**config.mk**
```make
export PLATFORM = sky130hd
export DESIGN_NAME = dsp_addsub_unit
export DESIGN_NICKNAME = d
export VERILOG_FILES = /design/src/rtl/dsp_addsub_unit_pkg.sv /design/src/rtl/dsp_addsub_unit_adder_core.sv /design/src/rtl/dsp_addsub_unit.sv
export SDC_FILE = /design/constraint.sdc
export NUM_CORES = 1
export LEC_CHECK = 0
export ABC_AREA = 0
export CAP_MARGIN = 25
export CORE_UTILIZATION = 44
export CTS_BUF_LIST = sky130_fd_sc_hd__clkbuf_8 sky130_fd_sc_hd__clkbuf_16
export DETAILED_ROUTE_END_ITERATION = 8
export HOLD_SLACK_MARGIN = 0.02
export PLACE_DENSITY = 0.79
export SETUP_SLACK_MARGIN = 0.05
export SKIP_LAST_GASP = 1
export SYNTH_ARGS = -nofsm -noshare
export SYNTH_HDL_FRONTEND = slang
export SYNTH_SLANG_ARGS = --single-unit
```
**constraint.sdc**
```tcl
create_clock -name clk -period 5.73 [get_ports clk]
set_input_delay 0.8595 -clock clk [delete_from_list [all_inputs] [get_ports clk]]
set_output_delay 0.8595 -clock clk [all_outputs]
set_load 0.005 [all_outputs]
```
**src/rtl/dsp_addsub_unit_pkg.sv**
```systemverilog
// Shared constants for the add/subtract unit: default datapath width and
// bit positions inside the six-bit flag vector.
package dsp_addsub_unit_pkg;

  localparam int WIDTH_DEF = 32;
  localparam int FLAG_W    = 6;

  localparam int FLAG_CARRY  = 5;
  localparam int FLAG_BORROW = 4;
  localparam int FLAG_AOVF   = 3;
  localparam int FLAG_SOVF   = 2;
  localparam int FLAG_ZERO   = 1;
  localparam int FLAG_LT     = 0;

endpackage

```
**src/rtl/dsp_addsub_unit_adder_core.sv**
```systemverilog
// Plain WIDTH-bit adder with carry in/out; the subtract path reuses it
// by feeding the inverted B operand and a carry-in of one.
module dsp_adder_core #(
  parameter int WIDTH = 32
) (
  input  logic [WIDTH-1:0] a,
  input  logic [WIDTH-1:0] b,
  input  logic             cin,
  output logic [WIDTH-1:0] result,
  output logic             cout
);

  logic [WIDTH:0] total_s;

  assign total_s = {1'b0, a} + {1'b0, b} + {{WIDTH{1'b0}}, cin};
  assign result  = total_s[WIDTH-1:0];
  assign cout    = total_s[WIDTH];

endmodule

```
**src/rtl/dsp_addsub_unit.sv**
```systemverilog
// Zero-latency add/subtract results and flags for the ALU, plus a
// one-cycle registered copy with a valid strobe for pipelined consumers.
module dsp_addsub_unit
  import dsp_addsub_unit_pkg::*;
#(
  parameter int WIDTH = WIDTH_DEF
) (
  input  logic              clk,
  input  logic              rst_n,
  input  logic [WIDTH-1:0]  a_in,
  input  logic [WIDTH-1:0]  b_in,
  input  logic              in_valid,
  output logic [WIDTH-1:0]  sum,
  output logic [WIDTH-1:0]  sub,
  output logic              carry_out,
  output logic              borrow_out,
  output logic              add_ovf,
  output logic              sub_ovf,
  output logic              sub_zero,
  output logic              sub_lt,
  output logic [WIDTH-1:0]  sum_q,
  output logic [WIDTH-1:0]  sub_q,
  output logic [FLAG_W-1:0] flags_q,
  output logic              out_valid
);

  logic              add_cout_s;
  logic              sub_cout_s;
  logic [WIDTH-1:0]  b_inv_s;
  logic [FLAG_W-1:0] flags_s;

  logic [WIDTH-1:0]  sum_d;
  logic [WIDTH-1:0]  sub_d;
  logic [FLAG_W-1:0] flags_d;
  logic              out_valid_d;

  assign b_inv_s = ~b_in;

  dsp_adder_core #(.WIDTH(WIDTH)) u_add (
    .a      (a_in),
    .b      (b_in),
    .cin    (1'b0),
    .result (sum),
    .cout   (add_cout_s)
  );

  dsp_adder_core #(.WIDTH(WIDTH)) u_sub (
    .a      (a_in),
    .b      (b_inv_s),
    .cin    (1'b1),
    .result (sub),
    .cout   (sub_cout_s)
  );

  // A no-carry out of A + ~B + 1 means the subtraction borrowed.
  assign carry_out  = add_cout_s;
  assign borrow_out = ~sub_cout_s;
  assign add_ovf    = (a_in[WIDTH-1] == b_in[WIDTH-1]) && (sum[WIDTH-1] != a_in[WIDTH-1]);
  assign sub_ovf    = (a_in[WIDTH-1] != b_in[WIDTH-1]) && (sub[WIDTH-1] != a_in[WIDTH-1]);
  assign sub_zero   = (sub == {WIDTH{1'b0}});
  assign sub_lt     = sub[WIDTH-1] ^ sub_ovf;

  assign flags_s[FLAG_CARRY]  = carry_out;
  assign flags_s[FLAG_BORROW] = borrow_out;
  assign flags_s[FLAG_AOVF]   = add_ovf;
  assign flags_s[FLAG_SOVF]   = sub_ovf;
  assign flags_s[FLAG_ZERO]   = sub_zero;
  assign flags_s[FLAG_LT]     = sub_lt;

  // Next-state for the output stage: capture on in_valid, otherwise hold.
  always_comb begin
    sum_d       = sum_q;
    sub_d       = sub_q;
    flags_d     = flags_q;
    out_valid_d = in_valid;
    if (in_valid) begin
      sum_d   = sum;
      sub_d   = sub;
      flags_d = flags_s;
    end else begin
      sum_d   = sum_q;
      sub_d   = sub_q;
      flags_d = flags_q;
    end
  end

  // Output register stage, cleared asynchronously by rst_n.
  always_ff @(posedge clk or negedge rst_n) begin
    if (!rst_n) begin
      sum_q     <= {WIDTH{1'b0}};
      sub_q     <= {WIDTH{1'b0}};
      flags_q   <= {FLAG_W{1'b0}};
      out_valid <= 1'b0;
    end else begin
      sum_q     <= sum_d;
      sub_q     <= sub_d;
      flags_q   <= flags_d;
      out_valid <= out_valid_d;
    end
  end

endmodule

```
======== Word level (Yosys, flattened, before mapping) ========
Cells that the tools add are included.
storage, ports and cells
  register bits ........................... 71
  input port bits ......................... 67
  output and inout port bits .............. 141
cells by class
  add/sub/neg operators ................... 3
  eq/ne operators ......................... 4
  bitwise gates (word level) .............. 3
  reductions and logical operators ........ 3
operators with widths
  kind                     count
  $add A32 B32 Y33         2
  $add A33 B1 Y33 const B  1
  $logic_not A32 Y1        1
  $not A32 Y32             1
  $ne A1 B1 Y1             3
  $logic_and A1 B1 Y1      2
  $eq A1 B1 Y1             1
  $not A1 Y1               1
  $xor A1 B1 Y1            1

======== Depth between registers and ports, before layout ========
Gate-level depths: netlist of the first run.
  depth in word-level cells ............... 6
  gate-level depth with buffers ........... 20
  depth with buffers taken out ............ 19

======== Hierarchy ========
A second synthesis of the first run with hierarchy kept.
second synthesis, totals
  cell total of the unflattened synthesis .. 711
  area total of the unflattened synthesis .. 6,570.1 sq um
modules (own cells, without submodules)
  module                   times used  cells an instance  area each (sq um)  sequential area each (sq um)
  dsp_addsub_unit          1           204                2,906.5            1,776.7
  dsp_adder_core at u_add  1           259                1,854.3            0.0
  dsp_adder_core at u_sub  1           248                1,809.2            0.0

======== Worst setup path before layout of the first run ========
OpenSTA, ideal clock, no wires.
  path kind ............................... input to output
  start ................................... input b_in[6]
  end ..................................... output sub_zero
  arrival time ............................ 5.207 ns
  slack ................................... -0.336 ns
  stages on the path ...................... 19
  buffers on the path ..................... 1
  path through ............................ inv_1 > ha_1 > buf_2 > a2111o_1 > o211ai_1 > a31o_2 > a21oi_1 > a21o_1 > a21oi_1 > nor2_1 > a211oi_1 > fa_1 > inv_1 > or4_1 > or4_1 > or4b_1 > and4bb_1 > nand4_1 > nor3_1
on the way
  longest elaborated chain between the ends .. 4
ends and longest elaborated chain
  element            RTL line                          text
  start, declared    dsp_addsub_unit.sv:11             input logic [WIDTH-1:0] b_in,
  $not A32 Y32       dsp_addsub_unit.sv:37             assign b_inv_s = ~b_in;
  $add A32 B32 Y33   dsp_addsub_unit_adder_core.sv:15  assign total_s = {1'b0, a} + {1'b0, b} + {{WIDTH{1'b0}}, cin};
  $add A33 B1 Y33    dsp_addsub_unit_adder_core.sv:15
  net sub[31]        dsp_addsub_unit.sv:14             output logic [WIDTH-1:0] sub,
  $logic_not A32 Y1  dsp_addsub_unit.sv:60             assign sub_zero = (sub == {WIDTH{1'b0}});
  end, declared      dsp_addsub_unit.sv:19             output logic sub_zero,
The timed path passes the listed nets, and every way through them passes these cells.

======== Final worst setup path of the first run ========
  start ................................... input a_in[3]
  end ..................................... output sub_zero
on the way
  longest elaborated chain between the ends .. 3
ends and longest elaborated chain
  element            RTL line                          text
  start, declared    dsp_addsub_unit.sv:10             input logic [WIDTH-1:0] a_in,
  $add A32 B32 Y33   dsp_addsub_unit_adder_core.sv:15
  $add A33 B1 Y33    dsp_addsub_unit_adder_core.sv:15
  $logic_not A32 Y1  dsp_addsub_unit.sv:60
Every way passes these cells.

==> results of run 1 <==
[cells by family after synthesis]
logic type	share of synthesized area, %
simple gates	15.7
compound gates	21.0
buf+inv	8.87
flops	26.0
fa+ha+maj	12.8
mux	9.00
xor+xnor	6.64
[worst max path at each step]
stage / startpoint / to / slack, ns / cells after the start
final: a_in[3] / sub_zero / -0.43 / 20
after global routing: b_in[18] / sub_zero / -0.65 / 22
after CTS: b_in[1] / sub_zero / -0.65 / 21
after detailed placement: b_in[1] / sub_zero / -1.25 / 21
after global placement: b_in[14] / sub_zero / -1.15 / 21
after floorplan: b_in[7] / sub_zero / -0.08 / 20
[layer usage]
layer	part of all wire (%)	global-route usage, %	vias to the layer above
met1	41	37.1	3392
met2	48	50.6	305
met3	6.7	5.65	69
li1	-	-	3394
met5	0	0	-
met4	3.7	13.6	0
[sequential cells by signal, summed over array words and instances, names as in the netlist]
| register | cells |
|---|---|
| out_valid | 1 |
| flags_q | 6 |
| sum_q | 32 |
| sub_q | 31 |
[metrics by stage]
step	area [um^2]	TNS (ns)
2_1_floorplan	6800	-0.0836
3_3_place_gp	9620	-1.18
3_5_place_dp	9620	-1.38
4_1_cts	10300	-0.652
5_1_grt	10400	-0.646
6_report	10400	-0.430
[layout by cell type, fill, tap and decap left out, types with 12 or more instances in the layout]
cell,Yosys,layout
buf_4,2,131
ha_4,0,23
dfrtp_1,70,70
inv_2,0,21
nor2_1,101,99
xnor2_1,45,45
o211ai_1,14,14
clkbuf_2,0,15
a21oi_1,67,64
dlymetal6s2s_1,0,12
nand2_1,31,30
inv_1,75,54
nor3_1,23,21
mux2_2,52,52
clkdlybuf4s50_1,0,157
ha_1,64,39
dlygate4sd2_1,0,15
o21ai_0,27,24
[timing repair]
| item | in CTS | in global routing |
|---|---|---|
| resized for setup | 93 | 62 |
| pin swaps | 26 | 21 |
| setup buffers | 13 | 2 |
| gates cloned | 0 | 0 |
| endpoints found under the setup margin | 2 | 2 |
[cell type report]
cell class | count | area, um^2
Multi-Input combinational cell | 603 | 4780
Sequential cell | 70 | 1750
Tap cell | 184 | 230
Clock buffer | 10 | 239
Inverter | 75 | 282
Timing Repair Buffer | 339 | 3010
Fill cell | 1151 | 4360
Clock inverter | 6 | 92.6
[power by group]
part	switching [mW]	total, mW	internal, mW
clock network	0.246	0.642	0.396
logic	0.605	1.38	0.779
registers	0.0592	0.670	0.611
==> reports/results.txt, run 1 <==
Commonest cells post-synth - 101 x nor2_1, 75 x inv_1, 70 x dfrtp_1
async set-reset flop share out of synthesis - 100%
core footprint - 14,800 um^2
Synth area leaders - dfrtp_1 26%, ha_1 12%, mux2_2 8.7%
DRT Wirelength - 23,400 um
Worst-path clk slew - 0.06 ns
fmax - 162 MHz
worst-margin pin slew - 0.885 ns
CP Launch Type - primary input
Syn Area/Cell - 8.53 um^2
CP Capture Type - primary output
Starting Density - 45.6%
vias per cell - 5.56
H-tree depth - 3
# setup viols final - 1
FF-to-FF Start - sub_q[20]$_DFFE_PN0P_
Routed WL per cell - 18.2 um
Post-Syn Nets - 923
layout cells sized above 1 - 27.2%
n_diodes - 0
GPL Wtd Cong - 0.934
terminus of the critical flop-to-flop path - sub_q[20]$_DFFE_PN0P_
post-synth top area cell - dfrtp_1
Fin. Hold Viols - 0
fin crit share - 108%
die width - 126 um
Synth Cell Area - 6730 um^2
number of library cell types mapped by synthesis - 78
first-pass GRT wire length - 37,400 um
vias in the first global route - 7,273
crit path cell chain - clkdlybuf4s15_1 > ha_4 > o21a_1 > o31a_1 > o211ai_1 > a31o_2 > a21oi_2 > a21o_1 > a21oi_2 > nor2_1 > a211oi_2 > fa_1 > inv_2 > or4_4 > or4_1 > or4b_1 > and4bb_1 > nand4_1 > nor3_2 > buf_2
CTS buffer count - 9
root buffer cell - clkbuf_16
yosys warns - 0
clk_skew - 0 ns
post-layout net count - 1,232
status - complete, but fails checks
largest net degree at the start of global routing - 71
Core Util, Final - 70.4%
R2R cell count - 1
final worst slack - -0.430 ns
Syn Inst Count - 789
Worst-Skew Late Latency - 0.34 ns
DRT iter0 DRCs - 635
Crit Path Max Fanout - 2
HPWL Detailed - 17,700 um
CTS sink cnt - 70
vias - 7,160
I/O Pins - 208
placed cell count - 1,255
Worst path most repeated cell - a21oi_2
CTS max path bufs - 2
CTS Hold Buffers Added - 0
die height - 126 um
grt total ovfl - 0
Worst EP required - 4.87 ns
gr usage total - 30.0%
Synth Flop Type - dfrtp_1
CP max-delay cell - fa_1
setup repair after global routing missed its margin - true
R2R setup slack - 4.95 ns
antenna violations before repair - 0
flops & latches, synth - 70
Max-cap violations - 0
crit path buf inv count - 3
Residual DRC - 14
dpl ws - -1.25 ns
Cell Rows - 44
Pwr Total - 2.70 mW
Min-Delay Path Class - primary input to asynchronous set/reset pin
Slew HR - 41.0%
sequential-to-total area share from yosys stat - 26.0%
WS Path Type - primary input to primary output
Max stage delay on crit path - 0.58 ns
DR pass1 iterations - 7
cell area power density - 259 nW/um^2
Min Hold Slack - 0.402 ns
violations in the final reports - DRC, setup timing
Pleak - 4.67 nW
Buffers on Ports - 207
remaining antenna violation count - 0
Die ar. - 15,800 um^2
Synth top area share - 26.0%
CTS tree - yes
Critical Path AT - 5.30 ns
Peak VDD IR - 0.191 mV
Final Slew Violations - 0
min Tclk post-route - 6.16 ns
final std cells w/o fill - 1,287
top cell family by delay on the critical path - simple AND/OR/NAND/NOR gates
cell with the most instances after synthesis - nor2_1
area delta synth->final - 54.4%
EDFF count, synth - 0
Note: power is estimated with default switching activity, not from simulation.
==> run 2: changes to the inputs <==
--- a/config.mk
+++ b/config.mk
@@ -13,7 +13,6 @@
 export HOLD_SLACK_MARGIN = 0.02
 export PLACE_DENSITY = 0.79
 export SETUP_SLACK_MARGIN = 0.05
-export SKIP_LAST_GASP = 1
 export SYNTH_ARGS = -nofsm -noshare
 export SYNTH_HDL_FRONTEND = slang
 export SYNTH_SLANG_ARGS = --single-unit
==> run 2 against run 1 <==
Net effect:
- clock skew is the same
- sequential cell count did not move
- largest cell class unchanged
- fmax up 0.83%
- utilization about the same
- combinational power barely moved
- sequential power is essentially flat
- highest routed layer unchanged
- worst hold slack lost 0.0010 ns
- via count is 0.46% higher
- the flow still finishes with violations (DRC, setup timing)
==> reports/results.txt, run 2 (synthesis results as in run 1) <==
status - complete, but fails checks
violations in the final reports - DRC, setup timing
Max stage delay on crit path - 0.58 ns (about the same)
setup repair after global routing missed its margin - true
Slew HR - 40.7% (-0.36 points)
fmax - 164 MHz (+0.83%)
Int Power - 1.79 mW (about the same)
Worst-Skew Late Latency - 0.35 ns (about the same)
remaining antenna violation count - 0 (unchanged)
final std cells w/o fill - 1,288 (+0.078%)
CTS sink cnt - 70 (unchanged)
WS Path Type - primary input to primary output
post-layout net count - 1,233 (+0.081%)
Worst-path clk slew - 0.06 ns (about the same)
largest net degree at the start of global routing - 71 (unchanged)
CTS Hold Buffers Added - 0 (unchanged)
Layout fillers - 1,151 (unchanged)
Flop pwr share - 24.8% (about the same)
placed cell count - 1,255 (unchanged)
Cell Rows - 44 (unchanged)
cell area power density - 260 nW/um^2 (about the same)
vias per cell - 5.58 (+0.38%)
max reg flops - 32 (unchanged)
HPWL Detailed - 17,700 um (unchanged)
n_diodes - 0 (unchanged)
Die ar. - 15,800 um^2 (unchanged)
Buffers on Ports - 207 (unchanged)
FF-to-FF Start - sum_q[3]$_DFFE_PN0P_
Max-cap violations - 0 (unchanged)
antenna violations before repair - 0 (unchanged)
CTS tree - yes
top cell family by delay on the critical path - simple AND/OR/NAND/NOR gates
Residual DRC - 14 (unchanged)
worst-margin pin slew - 0.890 ns (+0.00533 ns)
layout cells sized above 1 - 27.9% (+0.70 points)
most frequent cells in the layout - 155 x clkdlybuf4s50_1, 132 x buf_4, 99 x nor2_1
die width - 126 um (unchanged)
Critical Path AT - 5.25 ns (-0.05 ns)
CP Launch Type - primary input
H-tree depth - 3 (unchanged)
CTS max path bufs - 2 (unchanged)
die height - 126 um (unchanged)
Starting Density - 45.6% (unchanged)
Routed WL per cell - 18.3 um (+0.41%)
root buffer cell - clkbuf_16
Clock Power Share - 23.8% (about the same)
Crit Path Max Fanout - 5 (+3)
Peak VDD IR - 0.191 mV (about the same)
CTS buffer count - 9 (unchanged)
Final Slew Violations - 0 (unchanged)
vias in the first global route - 7,283 (+0.14%)
min Tclk post-route - 6.11 ns (-0.0507 ns)
first-pass GRT wire length - 37,500 um (about the same)
clk_skew - 0 ns (unchanged)
Min-Delay Path Class - primary input to asynchronous set/reset pin
Fin. Hold Viols - 0 (unchanged)
GPL Wtd Cong - 0.934 (unchanged)
gr usage total - 30.0% (about the same)
crit path cell chain - dlygate4sd2_1 > inv_2 > ha_4 > nand2_1 > o21a_1 > a31o_2 > a21oi_2 > a21o_1 > a21oi_2 > nor2_1 > a211oi_2 > fa_1 > inv_2 > or4_4 > or4_1 > or4b_1 > and4bb_1 > nand4_1 > nor3_2 > buf_2
DR pass1 iterations - 7 (unchanged)
switch share - 33.9% (+0.082 points)
CP Capture Type - primary output
DRT iter0 DRCs - 614 (-3.3%)
final worst slack - -0.379 ns (+0.0507 ns)
Logic pwr share - 51.4% (about the same)
# setup viols final - 1 (unchanged)
largest register by flop count - sum_q
Regs by FF count - sum_q x32, sub_q x31, flags_q x6
Worst EP required - 4.87 ns (about the same)
DRT Wirelength - 23,600 um (+0.49%)
Core Util, Final - 70.5% (about the same)
area delta synth->final - 54.5% (about the same)
grt total ovfl - 0 (unchanged)
R2R cell count - 1 (unchanged)
R2R setup slack - 4.94 ns (about the same)
terminus of the critical flop-to-flop path - sum_q[3]$_DFFE_PN0P_
crit path buf inv count - 4 (+1)
Pwr Total - 2.70 mW (+0.15%)
core footprint - 14,800 um^2 (unchanged)
critical path depth - 20 (unchanged)
I/O Pins - 208 (unchanged)
sw power - 0.914 mW (+0.39%)
CP max-delay cell - fa_1
Setup crit end - sub_zero
leading cell type in the layout, fill and taps excluded - clkdlybuf4s50_1
fin crit share - 107% (-0.88 points)
Pleak - 4.70 nW (+0.61%)
Setup crit start - b_in[10]
vias - 7,193 (+0.46%)
## run 2: changes by cell type in the layout (fill, tap and decap cells not counted), sizes merged
cell and delta:
buf +2, clkdlybuf4s50 -2, dlygate4sd2 -4, dlymetal6s2s +2, clkbuf +5, clkdlybuf4s15 -2
## run 2: per-layer routing
metal | track usage (%) | routed length, um | share of wire, %
met1 | 37.2 | 9870 | 42
met3 | 5.65 | 1500 | 6.4
met4 | 13.9 | 868 | 3.7
met2 | 50.5 | 11300 | 48
met5 | 0 | 0 | 0
## run 2: stage by stage
stage          setup TNS (ns)  worst slack (ns)  area, um^2  hold slack (ns)
2_1_floorplan         -0.0836           -0.0836        6800            0.476
3_3_place_gp            -1.18             -1.15        9620            0.468
3_5_place_dp            -1.38             -1.25        9620            0.479
4_1_cts                -0.648            -0.648       10300            0.493
5_1_grt                -0.583            -0.583       10400            0.421
6_report               -0.379            -0.379       10400            0.401
## run 2: how the worst min path moves through the flow
stage	start	endpoint	slack [ns]	cells after the start
5_1_grt	rst_n	sum_q[16]$_DFFE_PN0P_	0.42	1
2_1_floorplan	flags_q[1]$_DFFE_PN0P_	flags_q[1]$_DFFE_PN0P_	0.48	2
6_report	rst_n	sum_q[19]$_DFFE_PN0P_	0.40	1
3_3_place_gp	flags_q[1]$_DFFE_PN0P_	flags_q[1]$_DFFE_PN0P_	0.47	2
3_5_place_dp	flags_q[1]$_DFFE_PN0P_	flags_q[1]$_DFFE_PN0P_	0.48	2
4_1_cts	flags_q[1]$_DFFE_PN0P_	flags_q[1]$_DFFE_PN0P_	0.49	2
## run 2: cell type report
class	count	area (um^2)	area share, %
multi-input combinational	603	4800	46.2
timing repair buffer	340	3000	28.8
sequential	70	1750	16.8
inverter	75	282	2.71
clock buffer	10	239	2.30
tap	184	230	2.21
clock inverter	6	92.6	0.891
## run 2: power by group through the flow
stage | logic [mW] | clock network (mW) | registers (mW)
2_1_floorplan | 0.568 | 0 | 0.685
3_3_place_gp | 1.30 | 0 | 0.671
3_5_place_dp | 1.32 | 0 | 0.679
4_1_cts | 1.36 | 0.654 | 0.670
5_1_grt | 1.48 | 0.680 | 0.685
6_report | 1.39 | 0.642 | 0.670
## run 2: repair_timing
| action | 4_1_cts | 5_1_grt |
|---|---|---|
| setup buffers | 13 | 3 |
| resized for setup | 96 | 75 |
| endpoints found under the setup margin | 2 | 2 |
| pin swaps | 26 | 23 |
==> run 3: changes to the inputs <==
--- a/config.mk
+++ b/config.mk
@@ -7,11 +7,11 @@
 export LEC_CHECK = 0
 export ABC_AREA = 0
 export CAP_MARGIN = 25
-export CORE_UTILIZATION = 44
+export CORE_UTILIZATION = 34
 export CTS_BUF_LIST = sky130_fd_sc_hd__clkbuf_8 sky130_fd_sc_hd__clkbuf_16
 export DETAILED_ROUTE_END_ITERATION = 8
+export GPL_ROUTABILITY_DRIVEN = 0
 export HOLD_SLACK_MARGIN = 0.02
-export PLACE_DENSITY = 0.79
 export SETUP_SLACK_MARGIN = 0.05
 export SYNTH_ARGS = -nofsm -noshare
 export SYNTH_HDL_FRONTEND = slang
==> run 3 against run 2 <==
Net effect:
- design area up 3.4%
- the flow finishes with violations (setup timing)
- first-iteration DRC count fell by 31%
- non-clock buffer count rose by 22
- clock skew unchanged
- combinational power is essentially flat
- power is 0.48% higher
- global-route usage fell by 6.5 points
- register-to-register slack hardly changed
- clock-buffer cell count down 1
- wire length is 0.31% lower
==> reports/results.txt, run 3 (synthesis results as in run 1) <==
worst-margin pin slew - 0.917 ns (+0.0272 ns)
I/O Pins - 208 (unchanged)
vias in the first global route - 6,962 (-4.4%)
largest net degree at the start of global routing - 71 (unchanged)
CTS max path bufs - 2 (unchanged)
CTS tree - yes
Logic pwr share - 51.4% (about the same)
CP Launch Type - primary input
CTS sink cnt - 70 (unchanged)
min Tclk post-route - 6.11 ns (-0.000322 ns)
vias per cell - 5.05 (-9.7%)
die width - 143 um (+14%)
core footprint - 19,500 um^2 (+32%)
fin crit share - 107% (about the same)
Core Util, Final - 55.2% (-15 points)
R2R setup slack - 4.94 ns (about the same)
violations in the final reports - setup timing
Die ar. - 20,400 um^2 (+29%)
H-tree depth - 3 (unchanged)
max reg flops - 32 (unchanged)
DRT Wirelength - 23,500 um (-0.31%)
cell area power density - 252 nW/um^2 (-2.8%)
Worst EP required - 4.87 ns (about the same)
Slew HR - 38.9% (-1.8 points)
sw power - 0.921 mW (+0.77%)
Int Power - 1.79 mW (+0.33%)
Final Slew Violations - 0 (unchanged)
placed cell count - 1,348 (+7.4%)
TNS Setup - -0.726 ns (-0.347 ns)
antenna violations before repair - 0 (unchanged)
gr usage total - 23.5% (-6.5 points)
Flop pwr share - 24.6% (-0.2 points)
largest register by flop count - sum_q
Final Instance Area - 10,700 um^2 (+3.4%)
fmax - 164 MHz (about the same)
Routed WL per cell - 16.9 um (-7.7%)
Crit Path Max Fanout - 4 (-1)
Pleak - 4.74 nW (+0.89%)
area delta synth->final - 59.7%
Min-Delay Path Class - primary input to asynchronous set/reset pin
grt total ovfl - 0 (unchanged)
Starting Density - 34.6% (-11 points)
Clock Power Share - 24.0% (+0.2 points)
DP Area - 9810 um^2 (+2.0%)
Max-cap violations - 0 (unchanged)
n_diodes - 0 (unchanged)
final worst slack - -0.379 ns (+0.000322 ns)
Worst-Skew Late Latency - 0.34 ns (about the same)
Buffers on Ports - 207 (unchanged)
setup repair after global routing missed its margin - true
# setup viols final - 2 (+1)
CTS buffer count - 9 (unchanged)
vias - 7,018 (-2.4%)
DR pass1 iterations - 5 (-2)
CP Capture Type - primary output
final std cells w/o fill - 1,391 (+8.0%)
Peak VDD IR - 0.146 mV (-24%)
R2R cell count - 1 (unchanged)
HPWL Detailed - 18,200 um (+2.8%)
first-pass GRT wire length - 37,000 um (-1.1%)
die height - 143 um (+14%)
post-layout net count - 1,255 (+1.8%)
DRT iter0 DRCs - 425 (-31%)
CTS Hold Buffers Added - 0 (unchanged)
most frequent cells in the layout - 154 x clkdlybuf4s50_1, 142 x buf_4, 99 x nor2_1
FF-to-FF Start - sub_q[17]$_DFFE_PN0P_
WS Path Type - primary input to primary output
terminus of the critical flop-to-flop path - sub_q[17]$_DFFE_PN0P_
status - complete, but fails checks
Residual DRC - 0 (-14)
layout cells sized above 1 - 30.7% (+2.8 points)
switch share - 34.0% (+0.098 points)
root buffer cell - clkbuf_16
Critical Path AT - 5.25 ns (about the same)
Cell Rows - 51 (+16%)
Fin. Hold Viols - 0 (unchanged)
clk_skew - 0 ns (unchanged)
Regs by FF count - sum_q x32, sub_q x31, flags_q x6
Worst-path clk slew - 0.07 ns (about the same)
remaining antenna violation count - 0 (unchanged)
Pwr Total - 2.71 mW (+0.48%)
leading cell type in the layout, fill and taps excluded - clkdlybuf4s50_1
run 3: cell count changes in the layout (fill, tap and decap cells not counted), moves of 7 or more:
cell	change
clkbuf_2	-16
buf_4	+10
buf_2	+13
buf_6	+21
clkdlybuf4s15_1	+7
dlymetal6s2s_1	-12
run 3: power by group through the flow:
stage	clock, mW	combinational, mW	sequential, mW
final	0.650	1.39	0.669
after global routing	0.689	1.51	0.684
after CTS	0.672	1.38	0.670
after detailed placement	0	1.33	0.679
after global placement	0	1.33	0.673
after floorplan	0	0.568	0.685
run 3: repair_timing:
item,4_1_cts,5_1_grt
setup buffers,22,6
cloned,0,0
setup endpoints to repair,5,2
pin swaps,37,9
gates resized for setup,229,24
run 3: worst max path at each step:
stage / from / endpoint / slack (ns) / cells past startpoint
6_report: a_in[13] / sub_zero / -0.38 / 20
5_1_grt: b_in[14] / sub_zero / -0.58 / 21
4_1_cts: b_in[1] / sub_zero / -0.46 / 21
3_5_place_dp: b_in[20] / sub_zero / -1.35 / 21
3_3_place_gp: b_in[20] / sub_zero / -1.20 / 21
2_1_floorplan: b_in[7] / sub_zero / -0.08 / 20
run 3: layer usage:
metal / part of all wire (%) / global-route usage, %
met3: 5.5 / 4.66
met2: 49 / 40.2
met1: 44 / 30.0
met4: 1.3 / 6.28
met5: 0 / 0
run 3: area by class of cell:
class / count / area, um^2
Clock buffer: 9 / 225
Fill cell: 1811 / 8720
Tap cell: 265 / 332
Timing Repair Buffer: 362 / 3210
Multi-Input combinational cell: 603 / 4840
Sequential cell: 70 / 1750
Inverter: 75 / 284
Clock inverter: 7 / 105
run 3: worst max-delay path: stages:
cell,delay [ns]
dlygate4sd2_1,0.27
ha_4,0.31
nand3_4,0.09
nor2_4,0.13
o21ai_2,0.08
a31o_2,0.25
a21oi_2,0.19
a21o_1,0.15
a21oi_2,0.06
nor2_1,0.11
a211oi_2,0.05
fa_1,0.53
inv_2,0.06
or4_4,0.52
or4_4,0.42
or4b_1,0.47
and4bb_1,0.27
nand4_1,0.12
nor3_2,0.16
buf_2,0.15
run 3: per-stage QoR:
stage               hold WS, ns  setup WS [ns]
floorplan                 0.476        -0.0836
global placement          0.474          -1.20
detailed placement        0.474          -1.35
CTS                       0.490         -0.460
global route              0.414         -0.580
finish                    0.399         -0.379
